[src/rtl/riscv_pkg.sv]
// rtl/riscv_pkg.sv - shared opcode, funct3 and MEM-stage FSM definitions
package riscv_pkg;

  typedef enum logic [6:0] {
    OP_LOAD    = 7'b0000011,
    OP_REG_IMM = 7'b0010011,
    OP_STORE   = 7'b0100011,
    OP_REG_REG = 7'b0110011,
    OP_BRANCH  = 7'b1100011,
    OP_JALR    = 7'b1100111,
    OP_JAL     = 7'b1101111
  } opcode_t;

  localparam logic [2:0] F3_LB  = 3'd0;
  localparam logic [2:0] F3_LH  = 3'd1;
  localparam logic [2:0] F3_LW  = 3'd2;
  localparam logic [2:0] F3_LBU = 3'd4;
  localparam logic [2:0] F3_LHU = 3'd5;
  localparam logic [2:0] F3_SB  = 3'd0;
  localparam logic [2:0] F3_SH  = 3'd1;
  localparam logic [2:0] F3_SW  = 3'd2;

  typedef enum logic [1:0] {
    IDLE     = 2'd0,
    MEM_REQ  = 2'd1,
    MEM_WAIT = 2'd2
  } mem_state_e;

  // Non-memory opcodes that produce a register result.
  function automatic logic writes_rd(input logic [6:0] op);
    case (op)
      OP_REG_REG, OP_REG_IMM, OP_JAL, OP_JALR: return 1'b1;
      default:                                 return 1'b0;
    endcase
  endfunction

endpackage

[src/rtl/load_store_align.sv]
// rtl/load_store_align.sv - byte-lane steering for stores and extraction for loads
module load_store_align
  import riscv_pkg::*;
(
  input  logic [1:0]  ea_i,
  input  logic [2:0]  funct3_i,
  input  logic        is_store_i,
  input  logic [31:0] rs2_i,
  input  logic [31:0] rdata_i,
  output logic [3:0]  be_o,
  output logic [31:0] wdata_o,
  output logic [31:0] load_data_o,
  output logic        misaligned_o
);

  logic [7:0]  lb;
  logic [15:0] lh;

  always_comb begin
    lb           = rdata_i[{ea_i, 3'b000} +: 8];
    lh           = ea_i[1] ? rdata_i[31:16] : rdata_i[15:0];
    be_o         = 4'b0000;
    wdata_o      = '0;
    load_data_o  = '0;
    misaligned_o = 1'b0;
    if (is_store_i) begin
      case (funct3_i)
        F3_SB: begin
          be_o    = 4'b0001 << ea_i;
          wdata_o = {4{rs2_i[7:0]}};
        end
        F3_SH: begin
          be_o         = 4'b0011 << {ea_i[1], 1'b0};
          wdata_o      = {2{rs2_i[15:0]}};
          misaligned_o = ea_i[0];
        end
        F3_SW: begin
          be_o         = 4'b1111;
          wdata_o      = rs2_i;
          misaligned_o = |ea_i;
        end
        default: misaligned_o = 1'b1;
      endcase
    end else begin
      // Unsupported load widths are reported as misaligned so no access is made.
      case (funct3_i)
        F3_LB: begin
          be_o        = 4'b0001 << ea_i;
          load_data_o = {{24{lb[7]}}, lb};
        end
        F3_LBU: begin
          be_o        = 4'b0001 << ea_i;
          load_data_o = {24'b0, lb};
        end
        F3_LH: begin
          be_o         = 4'b0011 << {ea_i[1], 1'b0};
          load_data_o  = {{16{lh[15]}}, lh};
          misaligned_o = ea_i[0];
        end
        F3_LHU: begin
          be_o         = 4'b0011 << {ea_i[1], 1'b0};
          load_data_o  = {16'b0, lh};
          misaligned_o = ea_i[0];
        end
        F3_LW: begin
          be_o         = 4'b1111;
          load_data_o  = rdata_i;
          misaligned_o = |ea_i;
        end
        default: misaligned_o = 1'b1;
      endcase
    end
  end

endmodule

[src/rtl/memory_access_stage.sv]
// rtl/memory_access_stage.sv - MEM stage: data-memory port FSM and registered WB result
module memory_access_stage
  import riscv_pkg::*;
#(
  parameter int N = 32
) (
  input  logic         clk,
  input  logic         rst_n,
  input  logic         em_valid,
  output logic         em_ready,
  input  logic [N-1:0] em_alu_result,
  input  logic [N-1:0] em_rs2_data,
  input  logic [6:0]   em_opcode,
  input  logic [2:0]   em_funct3,
  input  logic [4:0]   em_rd,
  output logic         dmem_req,
  output logic         dmem_we,
  output logic [N-1:0] dmem_addr,
  output logic [3:0]   dmem_be,
  output logic [N-1:0] dmem_wdata,
  input  logic         dmem_gnt,
  input  logic         dmem_rvalid,
  input  logic [N-1:0] dmem_rdata,
  output logic         mw_valid,
  input  logic         mw_ready,
  output logic [4:0]   mw_rd,
  output logic [N-1:0] mw_data,
  output logic         mw_reg_write,
  output logic         mw_misaligned
);

  mem_state_e  state_q, state_d;
  logic [N-1:0] ea_q, ea_d, rs2_q, rs2_d;
  logic [2:0]   f3_q, f3_d;
  logic [4:0]   rd_q, rd_d;
  logic         store_q, store_d;
  logic         mw_valid_q, mw_valid_d, mw_rw_q, mw_rw_d, mw_mis_q, mw_mis_d;
  logic [4:0]   mw_rd_q, mw_rd_d;
  logic [N-1:0] mw_data_q, mw_data_d;

  logic         idle, accept, in_load, in_store, in_mem;
  logic [1:0]   al_ea;
  logic [2:0]   al_f3;
  logic         al_store, al_mis;
  logic [3:0]   al_be;
  logic [31:0]  al_wdata, al_load;

  assign idle     = (state_q == IDLE);
  assign em_ready = idle && (!mw_valid_q || mw_ready);
  assign accept   = em_valid && em_ready;
  assign in_load  = (em_opcode == OP_LOAD);
  assign in_store = (em_opcode == OP_STORE);
  assign in_mem   = in_load || in_store;

  // In IDLE the aligner judges the incoming op; afterwards it serves the captured one.
  assign al_ea    = idle ? em_alu_result[1:0] : ea_q[1:0];
  assign al_f3    = idle ? em_funct3 : f3_q;
  assign al_store = idle ? in_store : store_q;

  load_store_align u_align (
    .ea_i        (al_ea),
    .funct3_i    (al_f3),
    .is_store_i  (al_store),
    .rs2_i       (rs2_q),
    .rdata_i     (dmem_rdata),
    .be_o        (al_be),
    .wdata_o     (al_wdata),
    .load_data_o (al_load),
    .misaligned_o(al_mis)
  );

  assign dmem_req   = (state_q == MEM_REQ);
  assign dmem_we    = dmem_req && store_q;
  assign dmem_addr  = dmem_req ? {ea_q[N-1:2], 2'b00} : '0;
  assign dmem_be    = dmem_req ? al_be : 4'b0000;
  assign dmem_wdata = dmem_we ? al_wdata : '0;

  assign mw_valid      = mw_valid_q;
  assign mw_rd         = mw_rd_q;
  assign mw_data       = mw_data_q;
  assign mw_reg_write  = mw_rw_q;
  assign mw_misaligned = mw_mis_q;

  always_comb begin
    state_d    = state_q;
    ea_d       = ea_q;
    rs2_d      = rs2_q;
    f3_d       = f3_q;
    rd_d       = rd_q;
    store_d    = store_q;
    mw_valid_d = mw_valid_q && !mw_ready;
    mw_rd_d    = mw_rd_q;
    mw_data_d  = mw_data_q;
    mw_rw_d    = mw_rw_q;
    mw_mis_d   = mw_mis_q;
    case (state_q)
      IDLE: begin
        if (accept) begin
          ea_d    = em_alu_result;
          rs2_d   = em_rs2_data;
          f3_d    = em_funct3;
          rd_d    = em_rd;
          store_d = in_store;
          mw_rd_d = em_rd;
          if (in_mem && !al_mis) begin
            state_d = MEM_REQ;
          end else begin
            mw_valid_d = 1'b1;
            mw_data_d  = em_alu_result;
            mw_mis_d   = in_mem;
            mw_rw_d    = !in_mem && writes_rd(em_opcode) && (em_rd != 5'd0);
          end
        end
      end
      MEM_REQ: begin
        if (dmem_gnt) begin
          if (store_q) begin
            state_d    = IDLE;
            mw_valid_d = 1'b1;
            mw_data_d  = ea_q;
            mw_rw_d    = 1'b0;
            mw_mis_d   = 1'b0;
          end else begin
            state_d = MEM_WAIT;
          end
        end
      end
      MEM_WAIT: begin
        if (dmem_rvalid) begin
          state_d    = IDLE;
          mw_valid_d = 1'b1;
          mw_data_d  = al_load;
          mw_rw_d    = (rd_q != 5'd0);
          mw_mis_d   = 1'b0;
        end
      end
      default: state_d = IDLE;
    endcase
  end

  always_ff @(posedge clk or negedge rst_n) begin
    if (!rst_n) begin
      state_q    <= IDLE;
      ea_q       <= '0;
      rs2_q      <= '0;
      f3_q       <= 3'd0;
      rd_q       <= 5'd0;
      store_q    <= 1'b0;
      mw_valid_q <= 1'b0;
      mw_rd_q    <= 5'd0;
      mw_data_q  <= '0;
      mw_rw_q    <= 1'b0;
      mw_mis_q   <= 1'b0;
    end else begin
      state_q    <= state_d;
      ea_q       <= ea_d;
      rs2_q      <= rs2_d;
      f3_q       <= f3_d;
      rd_q       <= rd_d;
      store_q    <= store_d;
      mw_valid_q <= mw_valid_d;
      mw_rd_q    <= mw_rd_d;
      mw_data_q  <= mw_data_d;
      mw_rw_q    <= mw_rw_d;
      mw_mis_q   <= mw_mis_d;
    end
  end

endmodule
[config.mk]
export PLATFORM = sky130hd
export DESIGN_NAME = memory_access_stage
export DESIGN_NICKNAME = d
export VERILOG_FILES = /design/src/rtl/riscv_pkg.sv /design/src/rtl/load_store_align.sv /design/src/rtl/memory_access_stage.sv
export SDC_FILE = /design/constraint.sdc
export NUM_CORES = 1
export LEC_CHECK = 0
export CAP_MARGIN = 40
export CORE_MARGIN = 4
export CORE_UTILIZATION = 42
export DETAILED_ROUTE_END_ITERATION = 10
export PLACE_DENSITY = 0.78
export REMOVE_ABC_BUFFERS = 1
export SLEW_MARGIN = 40
export SYNTH_ARGS = -nofsm -noshare
export SYNTH_HDL_FRONTEND = slang
export SYNTH_SLANG_ARGS = --single-unit
export TNS_END_PERCENT = 1
[constraint.sdc]
create_clock -name clk -period 3.1 [get_ports clk]
set_clock_uncertainty 0.1 [all_clocks]
set_input_delay 0.62 -clock clk [delete_from_list [all_inputs] [get_ports clk]]
set_output_delay 0.62 -clock clk [all_outputs]
set_load 0.05 [all_outputs]
* Word-level counts from Yosys, hierarchy flattened
Cells that the tools add are included.
** Storage, ports and cells
- Output and inout bits :: 111
- Flip-flop bits (word level) :: 110
** Operators by class
- Reduce and logical (&&, ||, !) cells :: 25
- Eq/ne operators :: 18
- Shifts and indexed selects :: 3
- Muxes and demuxes :: 49
** Operator list (count)
- $mux W32 :: 9
- $pmux W32 S3 :: 2
- $pmux W32 S5 :: 1
- $shiftx A32 B6 Y8 :: 1
- $pmux W4 S3 :: 2
- $mux W1 :: 19
- $mux W16 :: 1
- $pmux W1 S3 :: 5
- $eq A7 B6 Y1 const B :: 2
- $eq A7 B7 Y1 const B :: 2
- $mux W2 :: 6
- $reduce_bool A5 Y1 :: 2
- $mux W4 :: 2
- $ne A2 B1 Y1 const B :: 4
- $eq A7 B2 Y1 const B :: 1
- $eq A7 B5 Y1 const B :: 1
- $logic_and A1 B1 Y1 :: 7
- $eq A3 B3 Y1 const B :: 2
- $pmux W2 S3 :: 1
- $reduce_and A6 Y1 :: 1
- $reduce_or A2 Y1 :: 3
- $logic_not A1 Y1 :: 4
- $ne A2 B2 Y1 const B :: 2
- $reduce_and A4 Y1 :: 1
- 13 further kinds :: 14

* Longest topological paths before layout
Gate-level depths: netlist of run 1.
- Depth after elaboration :: 16
- Gate-level depth with buffers :: 14

* Cells and area by module
A second synthesis of run 1 with hierarchy kept.
** Unflattened totals
- Cells, all modules :: 835
- Area total of the unflattened synthesis :: 6889.1 sq um
** Modules (own cells, without submodules)
- memory_access_stage :: area an instance 5550.3 sq um, sequential area each 2752.6 sq um, cells an instance 617, times used 1
- load_store_align :: area an instance 1338.8 sq um, sequential area each 0.0 sq um, cells an instance 218, times used 1

* Worst setup path after synthesis of run 1
OpenSTA, ideal clock, no wires.
- Path type :: reg-to-output
- From :: register state_q[1]
- To :: output port dmem_wdata[21]
- Cell stages (with the launch flop) :: 11
- Arrival :: 2.887 ns
- Buffers on the path :: 4
- Slack :: -0.507 ns
- Cell sequence :: dfrtp_1 inv_1 ha_1 clkbuf_1 nand2_1 a21o_1 clkbuf_1 or2_2 buf_2 buf_2 nor2_1
** RTL lines
- start: declaration :: line memory_access_stage.sv:32 : mem_state_e state_q, state_d;
- start signal: assignment :: line memory_access_stage.sv:155 : state_q <= state_d;
- $eq A2 B1 Y1 :: line memory_access_stage.sv:72 : assign dmem_req = (state_q == MEM_REQ);
- named net dmem_req :: line memory_access_stage.sv:16 : output logic dmem_req,
- $logic_and A1 B1 Y1 :: line memory_access_stage.sv:73 : assign dmem_we = dmem_req && store_q;
- $mux W32 :: line memory_access_stage.sv:76 : assign dmem_wdata = dmem_we ? al_wdata : '0;
- end: declaration :: line memory_access_stage.sv:20 : output logic [N-1:0] dmem_wdata,
The timed path passes the listed nets, and every way through them passes these cells.

* Worst setup path in the final report of run 1
- From :: register state_q[0]
- To :: output port dmem_be[3]
** Between the ends
- Longest elaborated chain between the ends :: 7
** Ends and longest elaborated chain
- $logic_not A2 Y1 :: line memory_access_stage.sv:48 : assign idle = (state_q == IDLE);
- $mux W3 :: line memory_access_stage.sv:57 : assign al_f3 = idle ? em_funct3 : f3_q;
- $eq A3 B1 Y1, or another cell as far along :: line load_store_align.sv:27, load_store_align.sv:46
- $reduce_or A2 Y1 (no source line)
- $pmux W4 S3 :: line load_store_align.sv:46 : case (funct3_i)
- $mux W4 :: line load_store_align.sv:26 : if (is_store_i) begin
- $mux W4 * :: line memory_access_stage.sv:75 : assign dmem_be = dmem_req ? al_be : 4'b0000;
- end: declaration :: line memory_access_stage.sv:19 : output logic [3:0] dmem_be,
Mark *: on every way between the ends. The rest lies on a longest branch, timed or not.

==> results of run 1 <==
==> final cells by class <==
cell class | instances | area share (%)
multi-input combinational | 601 | 35.2
clock buffer | 9 | 2.04
timing repair buffer | 317 | 34.0
inverter | 8 | 0.273
antenna | 1 | 0.0227
sequential | 110 | 25.0
tap | 211 | 2.40
clock inverter | 7 | 1.09
==> cells by family after synthesis <==
group,count (synthesis),synth area share [%]
DFF,110,41.7
muxes,73,12.8
buffers and inverters,62,4.89
AOI/OAI and AO/OA,136,13.9
adders and majority gates,4,0.758
and+or+nand+nor,385,25.8
other,1,0.0568
==> what timing repair did <==
action | CTS | global route
pin swaps | 26 | 6
setup endpoints to repair | 37 | 38
cloned | 1 | 0
gates resized for setup | 75 | 25
buffers inserted | 28 | 2
hold buffers | 0 | 0
==> power groups by stage <==
stage	clock network (mW)	logic, mW	registers [mW]
global placement	0	6.82	2.64
detailed placement	0	6.92	2.67
finish	1.36	7.36	2.69
global route	1.42	7.83	2.77
floorplan	0	3.48	3.43
CTS	1.37	7.20	2.67
==> path summary, 6_finish.rpt <==
path | startpoint | end | slack (ns) | depth (start not counted)
hold / removal | rst_n | ea_q[16]$_DFFE_PN0P_ | 0.01 | 1
setup reg to reg | state_q[0]$_DFFE_PN0P_ | mw_data[9]$_DFFE_PN0P_ | 0.18 | 9
min in group clk | ea_q[5]$_DFFE_PN0P_ | ea_q[5]$_DFFE_PN0P_ | 0.37 | 2
max in group asynchronous | rst_n | mw_data[25]$_DFFE_PN0P_ | 2.16 | 3
setup / recovery | state_q[0]$_DFFE_PN0P_ | dmem_be[3] | -0.06 | 10
hold reg to reg | ea_q[5]$_DFFE_PN0P_ | ea_q[5]$_DFFE_PN0P_ | 0.37 | 2
==> Yosys cell counts, types with 3 or more instances <==
master and n:
a21oi_1 38, a221oi_1 11, a22oi_1 18, and2_1 43, buf_1 3, buf_2 12, buf_4 3, buf_6 7
clkbuf_1 28, dfrtp_1 110, ha_1 4, inv_1 8, mux2_2 13, mux2_4 13, mux2i_1 42, mux2i_2 3
nand2_1 246, nand2b_1 4, nand3_1 17, nor2_1 49, nor2b_1 7, o21a_1 3, o21ai_0 22, o21ai_1 3
o22a_1 16, o22ai_1 4, o31ai_1 3
==> worst reg2reg max path: stages, from the launching register on <==
cell,delay [ns]
dfrtp_1,0.39
inv_2,0.08
ha_4,0.18
buf_6,0.21
mux2i_4,0.28
mux4_2,0.53
and2_2,0.31
a221oi_1,0.27
o21ai_0,0.17
mux2_4,0.29
==> metrics by stage <==
step | setup TNS, ns | hold slack [ns] | cells
3_3_place_gp | -7.70 | 0.349 | 1215
6_report | -0.892 | 0.0147 | 1264
3_5_place_dp | -9.59 | 0.357 | 1215
2_1_floorplan | -107.24 | 0.224 | 718
4_1_cts | -1.36 | 0.240 | 1260
5_1_grt | -3.26 | 0.0137 | 1263
==> flip-flops by register name, indices dropped and copies added, names as in the netlist <==
name           cells
ea_q              32
mw_data           32
rs2_q             32
mw_rd              5
f3_q               3
state_q            2
mw_misaligned      1
mw_reg_write       1
mw_valid           1
store_q            1
==> metal layers <==
metal	GRT usage [%]	vias to the layer above
li1	-	3174
met1	34.7	3350
met2	46.0	331
met3	6.76	35
met4	7.09	0
met5	0	-
==> results.ini, run 1 <==
[synth]
yosysUniqueCellTypes=59
synth_edf_count=0
syn-cell-area_um2=6600
synth_ff_type=dfrtp_1
netlist.area_leader.share_pct=41.7
syn_inst=771
yosysWarnings=0
synth-seq-cells=110
synth-async-reset-ratio_pct=100
syn_area_per_cell_um2=8.56
synthTopCellsByArea=dfrtp_1 (42%), nand2_1 (14%), mux2i_1 (6.4%), and2_1 (4.1%), mux2_4 (3.0%)
synth_top_area_cell=dfrtp_1
seq_area_frac_synth_pct=41.7

[power_and_ir_drop]
p_sw_share_pct=46.5
power_frac_seq_pct=23.6
ir_worst_vdd_uv=504
totalPowerFinal_mw=11.4
combPwrFrac_pct=64.5
power.density_nw_per_um2=1040
p_leak_nw=4.79
clkPwrFrac_pct=11.9
power_switching_mw=5.30
p_int_mw=6.11

[die]
ios=228
start_util_pct=43.1
core-area_um2=15300
die-area_um2=17800
die_y_um=133
die_w_um=133
row_count=45

[final_layout]
syn2layout_area_growth_pct=66.8
fin_area_um2=11000
final_layout_size_suffix_gt1_share_pct=27.1
ff_latch_area_um2=2750
final_common_cell=nand2_1
final_nets=1168
multi_input_area_um2=3870
fin_util_pct=71.9
fill_cells=1121
most-common-layout-cells=nand2_1 (245), clkdlybuf4s50_1 (149), dfrtp_1 (110)

[worst_setup_path]
path_cells=inv_2 -> ha_4 -> mux2_4 -> and2_4 -> o21a_4 -> buf_4 -> o31ai_2 -> buf_4 -> nor2_2 -> buf_12
criticalPathCategory=register to output pin
start_kind=register
cpMostUsedCell=buf_4
crit_path_top_delay_cell=dfrtp_1
worst-path-buf-inv=4
worstSetupEndpointType=output pin
cp_max_fo=4
crit_path_max_incr_delay_ns=0.39
cp.required_ns=2.38
crit_arrival_ns=2.44
path_delay_family=buffers and inverters

[clock_network]
ctsHtreeMaxLevel=3
root_buffer=clkbuf_16
numCtsBuffers=9
clock_latency_ns=0.36
clk_path_buf_depth=2
clk_pin_slew_worst_paths_ns=0.08
cts_tree=built
clock_sinks=110

[routing]
vias=6890
vias_per_cell=5.45
wire_per_inst_um=19.3
wl_met3_um=2260
drc_errors=0
firstDrtPassIters=5
top_layer_used=met4
wl_met1_um=9750
route.final.wire_length_um=24400
wl_met2_um=12000
ant_nets=0
drt_iter0_drc=453

[timing]
fin_crit_sh_pct=102
fin_crit_ns=3.16
relSlewSlack_pct=57.8
hold_viol_final=0
setup_viol=29
setup_ws_ns=-0.0564
rsz0062_at_grt=yes
tightest_slew_ns=0.633
fmax_ghz=0.317
maxSlewViolCount=0

[run_status]
status=complete, but fails checks
violations=negative setup slack

[place]
dp_slack_ns=-0.344
dp_hpwl_um=17400
io_buffers=225
place_area_um2=10100
place.gp.congestion=0.900

[job]
drv_cap=0

[global_route]
grt_pass1_vias=7052
overflow=0
grt_pass1_wl_um=37900
grt_max_degree=78
grt_antenna_before_repair=0
track_usage_pct=27.1

[hold_path]
hp-class=input port to asynchronous set/reset pin

Note: power is estimated with default switching activity, not from simulation.
==> inputs of run 2 (changes only) <==
ABC_AREA = 1   (was default)
==> run 2 against run 1 <==
Effect of this change:
- the flow still finishes with violations (negative setup slack)
- highest routed layer unchanged
- sequential power is 4% lower
- sequential share of layout area is 0.60 points higher
- wire length is 5.4% lower
- hold slack better by 0.14 ns
- fmax is 1.2% higher
- core utilization is 4.2 points lower
- die area is 2.6% higher
- critical path type unchanged
- critical endpoint is now dmem_wdata[10]
- first-iteration DRC count is 17% lower
- non-clock buffer count is 41 lower
- power is 2.6% higher
==> results.ini, run 2 <==
[run_status]
status=complete, but fails checks
violations=negative setup slack

[power_and_ir_drop]
clkPwrFrac_pct=10.8
p_leak_nw=5.48
totalPowerFinal_mw=11.7
p_int_mw=5.78
power_switching_mw=5.92
p_sw_share_pct=50.6
power_frac_seq_pct=22.0
ir_worst_vdd_uv=587
combPwrFrac_pct=67.2
power.density_nw_per_um2=1090

[clock_network]
clk_pin_slew_worst_paths_ns=0.07
numCtsBuffers=9
hold_buffers=0
clock_sinks=110
cts_tree=built
ctsHtreeMaxLevel=3
root_buffer=clkbuf_16
clk_path_buf_depth=2
clock_latency_ns=0.35

[routing]
wire_per_inst_um=15.4
ant_nets=0
firstDrtPassIters=5
route.final.wire_length_um=23100
vias=7439
drc_errors=0
drt_iter0_drc=377
vias_per_cell=4.97

[worst_setup_path]
cp_max_fo=8
worstSetupEndpointType=output pin
criticalPathCategory=register to output pin
crit_arrival_ns=2.40
path_cells=inv_2 -> ha_4 -> buf_12 -> nand2_2 -> nand2_4 -> nor2_8 -> inv_4 -> o21ai_1 -> buf_4 -> buf_4 -> a21oi_1 -> nor2_1 -> buf_12
worst-path-buf-inv=6
cp.required_ns=2.38
crit_path_top_delay_cell=dfrtp_1
r2r_slack_ns=0.54
start_kind=register
path_delay_family=buffers and inverters
crit_path_max_incr_delay_ns=0.42

[synth]
synth_ff_type=dfrtp_1
yosysWarnings=0
synth-seq-cells=110
synth_most_common_cell=nand2_1
synth_edf_count=0
seq_area_frac_synth_pct=40.6
synthTopCellsByCount=nand2_1 (464), inv_1 (122), dfrtp_1 (110)
syn_inst=1043
netlist.area_leader.share_pct=40.6
synthTopCellsByArea=dfrtp_1 (41%), nand2_1 (26%), inv_1 (6.7%), o21ai_0 (5.5%), nand3_1 (4.1%)
syn_area_per_cell_um2=6.51
yosysUniqueCellTypes=38
syn-cell-area_um2=6790
synth_top_area_cell=dfrtp_1
synth-async-reset-ratio_pct=100

[hold_path]
hp-class=input port to asynchronous set/reset pin

[timing]
fin_setup_tns_ns=-0.0366
setup_viol=3
rsz0062_at_grt=yes
relSlewSlack_pct=60.3
holdWs_ns=0.156
tightest_slew_ns=0.595
fin_crit_sh_pct=101
setup_ws_ns=-0.0200
hold_viol_final=0
maxSlewViolCount=0
fmax_ghz=0.321
fin_crit_ns=3.12

[die]
core-area_um2=15900
die-area_um2=18300
ios=228
die_y_um=135
row_count=46
die_w_um=135
start_util_pct=42.7

[global_route]
overflow=0
grt_pass1_vias=7161
grt_antenna_before_repair=0
track_usage_pct=24.8
grt_pass1_wl_um=36500
grt_max_degree=69

[place]
place_area_um2=10100
io_buffers=225
dp.cells=1471
place.gp.congestion=0.902
dp_hpwl_um=17000
dp_slack_ns=-0.0644

[final_layout]
fin_area_um2=10800
final_common_cell=nand2_1
final_nets=1399
layout.cells.non_filler=1498
fin_util_pct=67.7
antenna_cells=0
most-common-layout-cells=nand2_1 (458), clkdlybuf4s50_1 (154), inv_1 (115)
final_layout_size_suffix_gt1_share_pct=14.9
syn2layout_area_growth_pct=58.5

[job]
drv_cap=0

-- run 2: changes by cell type after synthesis, sizes merged, moves of 8 or more --
cell	previous run	this run
a21oi	39	16
a221oi	11	0
a22oi	18	1
a32oi	0	8
and2	43	1
inv	8	124
mux2	26	0
mux2i	46	0
nand2	246	470
nand3	18	55
nor2	50	74
nor3	3	13
o21ai	25	94
o22a	16	0
-- run 2: cells by family after synthesis --
kind of cell	count (synthesis)	synth area share, %
compound gates	131	10.8
fa+ha+maj	4	0.738
buf+inv	178	10.9
flops	110	40.6
other cells	1	0.0553
simple gates	619	36.9
-- run 2: final timing paths --
kind                                          from                      end  depth (start not counted)
max                         state_q[1]$_DFFE_PN0P_           dmem_wdata[10]                         13
min                                          rst_n  mw_data[28]$_DFFE_PN0P_                          1
max reg2reg                 state_q[1]$_DFFE_PN0P_  mw_data[15]$_DFFE_PN0P_                         14
min reg2reg                mw_data[25]$_DFFE_PN0P_  mw_data[25]$_DFFE_PN0P_                          2
max in group asynchronous                    rst_n    rs2_q[24]$_DFFE_PN0P_                          2
min in group clk           mw_data[25]$_DFFE_PN0P_  mw_data[25]$_DFFE_PN0P_                          2
-- run 2: worst reg2reg max path, cell delays in order (launching register included) --
cell,delay (ns)
dfrtp_1,0.42
inv_2,0.08
ha_4,0.19
buf_12,0.15
buf_6,0.14
buf_4,0.14
nand2_1,0.09
nand2_1,0.14
nor2_1,0.14
nor2_1,0.07
nor2_1,0.12
nand4_1,0.12
nand2_2,0.09
buf_12,0.24
o21ai_0,0.22
-- run 2: timing repair --
item                                    CTS  global route
pin swaps                                 0            11
endpoints found under the setup margin   36            36
cloned                                    0             1
resized for setup                        18            49
buffers inserted                          0            11
-- run 2: power by group through the flow --
stage | combinational [mW] | sequential (mW) | clock (mW)
floorplan | 3.79 | 3.30 | 0
global placement | 7.24 | 2.54 | 0
detailed placement | 7.39 | 2.55 | 0
CTS | 7.48 | 2.55 | 1.28
global route | 8.60 | 2.64 | 1.36
finish | 7.86 | 2.57 | 1.27
-- run 2: routing by layer --
layer | global-route usage [%] | vias up | routed length (um)
li1 | - | 3686 | -
met2 | 40.4 | 266 | 11000
met4 | 8.90 | 0 | 833
met1 | 32.1 | 3434 | 9610
met3 | 6.33 | 53 | 1660
met5 | 0 | - | 0
-- run 2: layout make-up --
type,count,area [um^2]
inverter,125,483
sequential,110,2750
fill,1315,5130
timing repair buffer,276,3410
tap,216,270
clock inverter,3,67.6
clock buffer,12,256
multi-input combinational,756,3520
==> inputs of run 3 (changes only) <==
CTS_CLUSTER_DIAMETER = 30   (was default)
PLACE_DENSITY = 0.9   (was 0.78)
==> run 3 against run 2 <==
Effect of this change:
- the run still ends with negative setup slack left
- power about the same
- die area unchanged
- setup slack got worse by 0.060 ns
- global-route usage increased by 1.2 points
- sequential power about the same
- non-clock buffer count increased by 12
- fmax decreased by 1.9%
- hold slack got worse by 0.0035 ns
- count of clock-buffer cells in the layout decreased by 2
- final cell count increased by 0.73%
- highest routed layer unchanged
==> results.ini, run 3 (synthesized netlist as in run 2, its figures left out) <==
[run_status]
status=complete, but fails checks
violations=negative setup slack

[timing]
fin_setup_tns_ns=-0.123
setup_viol=5
hold_viol_final=0
fmax_ghz=0.315
relSlewSlack_pct=56.7
maxSlewViolCount=0
fin_crit_sh_pct=103
fin_crit_ns=3.18
rsz0062_at_grt=yes
holdWs_ns=0.152
tightest_slew_ns=0.649
setup_ws_ns=-0.0796

[worst_setup_path]
start_kind=register
crit_path_max_incr_delay_ns=0.39
worstReg2RegEnd=mw_data[4]$_DFFE_PN0P_
criticalPathCategory=register to output pin
crit_path_top_delay_cell=dfrtp_1
cp.required_ns=2.38
startpoint=state_q[1]$_DFFE_PN0P_
r2r_slack_ns=0.53
rr_worst_depth=11
path_cells=inv_2 -> ha_4 -> buf_12 -> buf_6 -> o21ai_4 -> nand2_2 -> nor2_4 -> inv_2 -> nor2_2 -> a21oi_2 -> nor3_2 -> buf_4 -> buf_12
crit_arrival_ns=2.46
cp_max_fo=7
worstSetupEndpointType=output pin
r2r-start=state_q[0]$_DFFE_PN0P_

[global_route]
grt_pass1_wl_um=37900
grt_max_degree=63
grt_pass1_vias=7488
grt_antenna_before_repair=0
track_usage_pct=26.0
overflow=0

[clock_network]
clk_path_buf_depth=2
clock_latency_ns=0.35
clk_pin_slew_worst_paths_ns=0.07
ctsHtreeMaxLevel=3
root_buffer=clkbuf_16
cts_tree=built
clock_sinks=110
numCtsBuffers=9
hold_buffers=0

[die]
row_count=46
die_y_um=135
start_util_pct=42.7
die-area_um2=18300
ios=228
core-area_um2=15900
die_w_um=135

[final_layout]
final_nets=1411
final_common_cell=nand2_1
most-common-layout-cells=nand2_1 (460), clkdlybuf4s50_1 (155), inv_1 (115)
syn2layout_area_growth_pct=58.7
layout.cells.non_filler=1509
multi_input_area_um2=3490
antenna_cells=0
final_layout_size_suffix_gt1_share_pct=15.6
fin_area_um2=10800
fill_cells=1234
ff_latch_area_um2=2750

[place]
dp_slack_ns=-0.0311
dp_hpwl_um=17800
io_buffers=225
place.gp.congestion=0.935
place_area_um2=10100
dp.cells=1478

[power_and_ir_drop]
p_leak_nw=5.49
power.density_nw_per_um2=1090
ir_worst_vdd_uv=669

[routing]
wire_per_inst_um=16.1
vias_per_cell=5.10
firstDrtPassIters=6
drt_iter0_drc=495
vias=7701
ant_nets=0
drc_errors=0
route.final.wire_length_um=24300

[job]
drv_cap=0

[hold_path]
hp-class=input port to asynchronous set/reset pin

## run 3: changes by cell type in the layout (fill, tap and decap cells not counted), moves of 2 or more
cell / previous run / this run
nor2_2: 4 / 10
buf_6: 1 / 5
clkinv_2: 0 / 2
nor2_1: 60 / 54
buf_4: 45 / 53
nand2_1: 458 / 460
nor3_1: 4 / 6
bufinv_16: 2 / 0
nor3_2: 9 / 7
## run 3: stage by stage
| stage | power, mW | util [%] |
|---|---|---|
| 2_1_floorplan | 7.09 | - |
| 3_3_place_gp | 9.81 | 63.9 |
| 3_5_place_dp | 10.0 | 63.9 |
| 4_1_cts | 11.3 | 66.1 |
| 5_1_grt | 12.6 | 67.8 |
| 6_report | 11.7 | 67.8 |
## run 3: how the worst max path moves through the flow
stage	cells after the start	endpoint	slack, ns
4_1_cts	15	dmem_wdata[8]	-0.04
3_3_place_gp	12	dmem_wdata[11]	0.03
6_report	13	dmem_wdata[8]	-0.08
5_1_grt	13	dmem_wdata[8]	-0.13
2_1_floorplan	6	dmem_wdata[0]	-1.46
3_5_place_dp	10	dmem_wdata[24]	-0.03
## run 3: area by class of cell
cell class / instances / share of cell area, %
Timing Repair Buffer: 288 / 32.6
Clock buffer: 10 / 2.22
Inverter: 125 / 4.47
Sequential cell: 110 / 25.6
Multi-Input combinational cell: 756 / 32.4
Tap cell: 216 / 2.51
Clock inverter: 4 / 0.232
## run 3: where the power goes
part,switching (mW),internal [mW]
combinational,5.05,3.00
sequential,0.447,2.13
clock,0.518,0.556
total,6.01,5.69
## run 3: worst max-delay path: cells and delay by family (launching register included)
kind	cells	cell delay (ns)
adders and majority gates	1	0.16
buffers and inverters	6	0.73
and+or+nand+nor	4	0.58
DFF	1	0.39
AOI/OAI and AO/OA	2	0.23
## run 3: layer usage
layer	share of wire [%]	vias to the layer above	routed length [um]	global-route usage, %
met4	5.8	0	1400	14.3
li1	-	3722	-	-
met3	6.4	87	1570	4.47
met2	49	334	11800	43.1
met5	0	-	0	0
met1	39	3558	9480	32.3
## run 3: timing repair
action | CTS | global route
buffers inserted | 6 | 11
pin swaps | 2 | 14
cloned | 0 | 0
endpoints found under the setup margin | 34 | 36
resized for setup | 16 | 52
